`src/rtl/hex_display_scan.sv`:
```
// Multiplexed scanner for a common-anode 7-segment display.
// The display word is double-buffered, so it only changes at frame boundaries.
module hex_display_scan #(
    parameter int DIGITS = 8,
    parameter int DIV    = 100000,
    parameter int BLANK  = 16
) (
    input  logic                  clk,
    input  logic                  rst,
    input  logic [4*DIGITS-1:0]   data_i,
    input  logic                  load_i,
    input  logic [DIGITS-1:0]     dp_i,
    input  logic [DIGITS-1:0]     digit_en_i,
    output logic [3:0]            x_o,
    output logic                  dp_n_o,
    output logic [DIGITS-1:0]     an_o,
    output logic                  frame_o
);

    localparam int CW = (DIV > 1) ? $clog2(DIV) : 1;
    localparam int IW = (DIGITS > 1) ? $clog2(DIGITS) : 1;

    localparam logic [CW-1:0] CNT_LAST  = CW'(DIV - 1);
    localparam logic [CW-1:0] CNT_BLANK = CW'(BLANK);
    localparam logic [IW-1:0] IDX_LAST  = IW'(DIGITS - 1);

    typedef enum logic {
        ST_BLANK,
        ST_SHOW
    } state_t;

    logic [CW-1:0]         r_cnt;
    logic [IW-1:0]         r_idx;
    logic [4*DIGITS-1:0]   r_act_data;
    logic [DIGITS-1:0]     r_act_dp;
    logic [4*DIGITS-1:0]   r_pend_data;
    logic [DIGITS-1:0]     r_pend_dp;
    logic                  r_pend_valid;
    logic [3:0]            r_x;
    logic                  r_dp_n;
    logic [DIGITS-1:0]     r_an;
    logic                  r_frame;

    logic                  w_slot_end;
    logic                  w_frame_end;
    logic                  w_swap;
    logic [CW-1:0]         w_cnt_nxt;
    logic [IW-1:0]         w_idx_nxt;
    logic [4*DIGITS-1:0]   w_act_data_nxt;
    logic [DIGITS-1:0]     w_act_dp_nxt;
    state_t                w_state_nxt;

    assign w_slot_end  = (r_cnt == CNT_LAST);
    assign w_frame_end = w_slot_end && (r_idx == IDX_LAST);
    assign w_swap      = w_frame_end && r_pend_valid;

    assign w_cnt_nxt = w_slot_end ? '0 : r_cnt + CW'(1);
    assign w_idx_nxt = w_frame_end ? '0 :
                       w_slot_end  ? r_idx + IW'(1) : r_idx;

    // Swap uses the pending value from before this edge, so a load on the
    // frame-end cycle waits a full frame instead of tearing the current one.
    assign w_act_data_nxt = w_swap ? r_pend_data : r_act_data;
    assign w_act_dp_nxt   = w_swap ? r_pend_dp   : r_act_dp;

    assign w_state_nxt = (w_cnt_nxt < CNT_BLANK) ? ST_BLANK : ST_SHOW;

    // Outputs are registered from next-state values so they line up with cnt/idx.
    always_ff @(posedge clk) begin
        if (rst) begin
            r_cnt        <= '0;
            r_idx        <= '0;
            r_act_data   <= '0;
            r_act_dp     <= '0;
            r_pend_data  <= '0;
            r_pend_dp    <= '0;
            r_pend_valid <= 1'b0;
            r_x          <= '0;
            r_dp_n       <= 1'b1;
            r_an         <= '1;
            r_frame      <= 1'b0;
        end else begin
            r_cnt      <= w_cnt_nxt;
            r_idx      <= w_idx_nxt;
            r_act_data <= w_act_data_nxt;
            r_act_dp   <= w_act_dp_nxt;
            if (load_i) begin
                r_pend_data  <= data_i;
                r_pend_dp    <= dp_i;
                r_pend_valid <= 1'b1;
            end else if (w_swap) begin
                r_pend_valid <= 1'b0;
            end
            r_x     <= w_act_data_nxt[{w_idx_nxt, 2'b00} +: 4];
            r_frame <= (w_cnt_nxt == CNT_LAST) && (w_idx_nxt == IDX_LAST);
            r_an    <= '1;
            r_dp_n  <= 1'b1;
            unique case (w_state_nxt)
                ST_BLANK: begin
                end
                ST_SHOW: begin
                    r_an[w_idx_nxt] <= ~digit_en_i[w_idx_nxt];
                    r_dp_n <= ~(w_act_dp_nxt[w_idx_nxt]
                              & digit_en_i[w_idx_nxt]);
                end
                default: begin
                end
            endcase
        end
    end

    assign x_o     = r_x;
    assign dp_n_o  = r_dp_n;
    assign an_o    = r_an;
    assign frame_o = r_frame;

endmodule

```
`config.mk`:
```
export PLATFORM = sky130hd
export DESIGN_NAME = hex_display_scan
export DESIGN_NICKNAME = d
export VERILOG_FILES = /design/src/rtl/hex_display_scan.sv
export SDC_FILE = /design/constraint.sdc
export NUM_CORES = 1
export LEC_CHECK = 0
export BUFFER_PORTS_ARGS = -buffer_cell sky130_fd_sc_hd__buf_2
export CAP_MARGIN = 30
export CORE_MARGIN = 5
export CORE_UTILIZATION = 50
export CTS_BUF_LIST = sky130_fd_sc_hd__clkbuf_16
export CTS_CLUSTER_SIZE = 12
export DETAILED_ROUTE_END_ITERATION = 12
export PLACE_DENSITY = 0.71
export SYNTH_ARGS = -nofsm -noshare
export SYNTH_HDL_FRONTEND = slang
export SYNTH_SLANG_ARGS = --single-unit
```
`constraint.sdc`:
```
create_clock -name clk -period 3.55 [get_ports clk]
set_input_delay 0.71 -clock clk [delete_from_list [all_inputs] [get_ports clk]]
set_output_delay 0.71 -clock clk [all_outputs]
set_load 0.02 [all_outputs]
```
==> Yosys cells after proc, flatten, opt, wreduce, memory -nomap -nowiden <==
Cells that the tools add are included.
{ "word_totals": {"register_bits": 115, "in_bits": 51, "out_inout_bits": 14, "wordCells": 45} }
{ "classes": {"n_addsub": 2, "magnitude_cmp": 3, "eq_ne": 4, "shift": 1, "mux": 13, "bitwise_logic": 5, "reduce_logical": 6} }
{ "op_table": {"columns": ["op", "count"], "rows": [
  ["== test 17 bit (second input constant)", 2],
  ["2-to-1 mux 32 bit", 1],
  ["indexed part select 32 x 6 -> 4 bit", 1],
  ["adder 17 x 1 -> 17 bit (second input constant)", 1],
  ["< comparator 17 x 5 -> 1 bit (second input constant)", 1],
  ["2-to-1 mux 17 bit", 1],
  ["2-to-1 mux 8 bit", 1],
  ["inverter 8 bit", 1],
  ["bitwise OR 8 bit", 1],
  ["binary-select mux 1 bit (select 3 bit)", 2],
  ["== test 3 bit (second input constant)", 2],
  ["2-to-1 mux 3 bit", 2],
  ["2-to-1 mux 1 bit", 5],
  ["logical AND 1 bit", 4],
  ["< comparator 3 x 4 -> 1 bit (second input constant)", 1],
  ["adder 3 x 1 -> 3 bit (second input constant)", 1],
  ["demux 1 bit (select 3 bit)", 1],
  [">= comparator 3 x 1 -> 1 bit (second input constant)", 1],
  ["inverter 1 bit", 2],
  ["nonzero test 2 bit", 1],
  ["OR reduction 2 bit", 1],
  ["AND 1 bit", 1]
]} }

==> Longest topological paths before layout <==
{ "logic_depth": {"depth_word": 9, "mapped_depth": 11, "depth_no_buf": 9} }

==> Worst setup path after synthesis <==
Ideal clock, no wire load.
{ "synth_path": {"path_type": "register -> register", "from": "register r_cnt[8]", "to": "register r_dp_n, in the netlist dp_n_o", "setup_ps": 134, "t_arrival_ps": 3120, "required_time_ps": 3416, "slack_ps": 296, "path_stages_with_launch": 10, "cell_sequence": "dfxtp_1 > buf_6 > or4_4 > nor4_1 > buf_2 > mux2i_1 > o22ai_1 > nor3_1 > o2111ai_1 > or4_1"} }
{ "synth_between": {"elab_chain_cells": 8} }
{ "synth_lines": {"columns": ["element", "line", "text"], "rows": [
  ["from (decl)", "32", "logic [CW-1:0] r_cnt;"],
  ["from (signal assigned)", "83", "r_cnt <= w_cnt_nxt;"],
  ["parallel branches: the longest is 8 deep, another holds adder 17 x 1 -> 17 bit", null, null],
  ["to (signal assigned)", "103", "r_dp_n <= ~(w_act_dp_nxt[w_idx_nxt]"],
  ["to (decl)", "40", "logic r_dp_n;"]
]} }
Several ways; the timed one is not identified. The select of a mux whose other input is x is not followed.
A chain may end at the register's enable or synchronous reset.

==> Worst setup path after layout <==
{ "layout_path": {"from": "register r_cnt[0]", "to": "register r_dp_n, in the netlist dp_n_o"} }
Same word-level chain as after synthesis.

==> flow_metrics.py <==
metrics = {
    "synth": {
        "synth_commonest_cells": "dfxtp_1, nor2_1, mux2i_1, nand2_1, clkbuf_1",
        "synth_compound_area_share_pct": 8.255,
        "synth.distinct_cells": 58,
        "syn_avg_cell_area_um2": 9.562,
        "syn_nets": 566,
        "synth_top_area_share_pct": 47.02,
        "ys.flop_type": "dfxtp_1",
        "synth_area_leaders": "dfxtp_1, mux2i_1, nor2_1",
        "muxShareOfSynthArea_pct": 16.97,
        "synth_xor_area_share_pct": 1.968,
        "synth_sequential_area_ratio_pct": 47.02,
        "ys_ff_latch": 115,
        "yosys.area_share.simple_pct": 21.62,
        "synthArstFlopShare_pct": 0,
        "yosys.area.top_type": "dfxtp_1",
        "synthCells": 512,
        "yosysWarnings": 0,
        "yosysMostFrequentCell": "dfxtp_1",
        "synthAdderAreaFrac_pct": 0.7667,
        "syn_area_um2": 4896,
        "synth_edf_count": 0,
        "synth_top_family_by_area": "simple AND/OR/NAND/NOR gates",
    },
    "detailed_routing": {
        "drc_errors": 0,
        "wl_per_cell_um": 16.56,
        "wl_um": 12030,
        "vias_per_cell": 5.590,
        "dr_total_vias": 4058,
        "first_iter_violations": 362,
        "drtPass1Iterations": 5,
        "drtAntennaViolNets": 0,
    },
    "power_and_ir_drop": {
        "power_frac_seq_pct": 41.1,
        "ir_drop_uv": 340.8,
        "combPwrFrac_pct": 3.5,
        "switching_power_mw": 0.7149,
        "power_density_nw_per_um2": 544.0,
        "p_int_mw": 2.559,
        "power_frac_clock_pct": 55.4,
        "total_power_mw": 3.274,
        "p_leak_nw": 2.383,
        "p_sw_share_pct": 21.84,
    },
    "floorplanning": {
        "ios": 65,
        "dieArea_um2": 11870,
        "coreArea_um2": 9639,
        "rows": 36,
        "dieHeight_um": 109.0,
        "start_util_pct": 50.79,
        "die_width_um": 109.0,
    },
    "setup_path": {
        "criticalPathCategory": "flip-flop to flip-flop",
        "cp_slowest_stage_delay_ns": 0.75,
        "cp_cell_sequence": "ha_1 > nand4_1 > or4_1 > and3_4 > a21oi_4 > a211oi_2 > or4_1 > or4_1",
        "critPathLaunchType": "flip-flop",
        "critPathBufInv": 0,
        "path_common_cell": "or4_1",
        "worst_setup_path_end_kind": "flip-flop",
        "worstPathMaxFanout": 7,
        "cp_slowest_cell": "or4_1",
        "critical-path-top-delay-family": "simple AND/OR/NAND/NOR gates",
        "cp.arrival_ns": 3.55,
        "required_ns": 3.84,
    },
    "sta": {
        "final.period_utilization_pct": 91.87,
        "clock_skew_ns": 0.008967,
        "hold_violations": 0,
        "finalSetupViolCount": 0,
        "report.final.slew_viol_count": 0,
        "slew_headroom_pct": 55.94,
        "setup_ws_ns": 0.2887,
        "max_freq_mhz": 306.6,
        "layout_min_cycle_time_ns": 3.261,
        "tns_ns": 0,
        "grt_setup_unrepaired": "no",
        "tightest_slew_ns": 0.6609,
    },
    "clocking": {
        "ctsHoldBuffers": 0,
        "post_cts_resized": 0,
        "cts_sinks": 115,
        "post_cts_buffers": 0,
        "cts-root-buf": "clkbuf_16",
        "numCtsBuffers": 17,
        "clock_path_buffers": 2,
        "htree_levels": 4,
        "worstSkewPairLatency_ns": 0.42,
        "clkSlewWorstSetupHoldPaths_ns": 0.06,
        "cts_tree": "done",
    },
    "place": {
        "pre_cts_slack_ns": 0.3550,
        "place_hpwl_um": 8478,
        "io_buffer_count": 64,
        "dp_cells": 694,
        "gp_congestion": 0.9749,
    },
    "grt": {
        "gr-total-overflow": 0,
        "grt_max_degree": 68,
        "grt_pass1_vias": 3805,
        "antenna_found_initial": 0,
        "grt_pass1_wl_um": 19400,
        "grt_use_total_pct": 21.21,
    },
    "outcome": {
        "run_status": "complete, no violations",
    },
    "flow_run": {
        "drv_cap": 0,
    },
    "finish": {
        "finalNonFillerCells": 726,
        "synthToLayoutAreaGrowth_pct": 22.92,
        "diodes": 0,
        "fin_nets": 634,
        "layout-drive-gt1-share_pct": 24.11,
        "fin_util_pct": 62.44,
    },
    "hold_path": {
        "min_path_type": "flip-flop to flip-flop",
    },
}
-- layer usage --
metal / GRT usage (%) / wire length [µm] / vias up
met5: 0 / 0 / -
met4: 9.197 / 298 / 0
met3: 6.927 / 1001 / 30
met2: 30.13 / 5210 / 183
met1: 29.34 / 5515 / 1901
li1: - / - / 1944
-- layout make-up --
cell class,instances,area (µm²)
repair buffers,81,473.0
multi-input cells,361,2434
inverters,4,15.01
fillers,813,3621
well taps,133,166.4
flip-flops and latches,115,2302
clock inverters,15,202.7
clock buffers,17,425.4
-- cells by family (layout without fill, tap and decap cells) --
kind of cell             count (synthesis)  in the layout
adder cells (fa/ha/maj)                  3              3
multiplexers                            83             83
flip-flops                             115            115
AND/OR/NAND/NOR                        209            209
AO/OA/AOI/OAI                           55             55
XOR/XNOR                                11             11
buffers and inverters                   36            117
-- flip-flops by register name, summed over array words and instances (netlist names) --
name	flops
r_act_data	32
r_pend_data	32
r_cnt	17
an_o	8
r_act_dp	8
r_pend_dp	8
x_o	4
r_idx	3
dp_n_o	1
frame_o	1
r_pend_valid	1
-- path summary, 6_finish.rpt --
| check | startpoint | end | slack [ns] | cells after the start |
|---|---|---|---|---|
| worst max-delay path | r_cnt[0] | dp_n_o | 0.29 | 8 |
| worst min-delay path | r_act_data[19] | r_act_data[19] | 0.48 | 2 |
| worst max register to register | r_cnt[0] | dp_n_o | 0.29 | 8 |
| worst min register to register | r_act_data[19] | r_act_data[19] | 0.48 | 2 |
-- through the flow --
step                      instance area (µm²)  hold WS, ns
after floorplan                          4896       0.4401
after global placement                   5370       0.4600
after detailed placement                 5390       0.4684
after CTS                                6018       0.4763
after global routing                     6018       0.5103
final                                    6018       0.4770
-- cells in the final DEF, fill, tap and decap left out, drive strengths merged, types with 2 or more instances in the layout --
cell type	Yosys	final
a21oi	12	12
nor4	9	9
o21ai	3	3
nor2	103	103
nor2b	9	9
nand2b	4	4
nor4b	3	3
clkbuf	18	17
dfxtp	115	115
nand3	10	10
buf	14	81
nand2	17	17
clkinv	0	6
a31oi	6	6
nand4	7	7
mux2i	83	83
o21ba	2	2
o22ai	10	10
nor3b	4	4
bufinv	0	4
xor2	7	7
nand4b	2	2
o21bai	2	2
or2	8	8
or4	5	5
and2b	4	4
xnor2	4	4
a211oi	3	3
and3	4	4
nor3	7	7
and4	3	3
o22a	8	8
inv	4	9
and2	2	2
nand3b	2	2
ha	3	3
or2b	4	4
-- tightest hold or removal path, cell delays in order (launching register included) --
cell	delay, ns
dfxtp_1	0.30
nand2_1	0.07
a21oi_1	0.06
-- power groups by stage --
stage               clock (mW)  sequential [mW]  combinational [mW]
global route              1.90             1.35               0.128
floorplan                    0             1.36              0.0722
CTS                       1.83             1.35               0.116
detailed placement           0             1.37               0.115
finish                    1.81             1.35               0.114
global placement             0             1.37               0.111
Power figures use the tool's default switching activity.
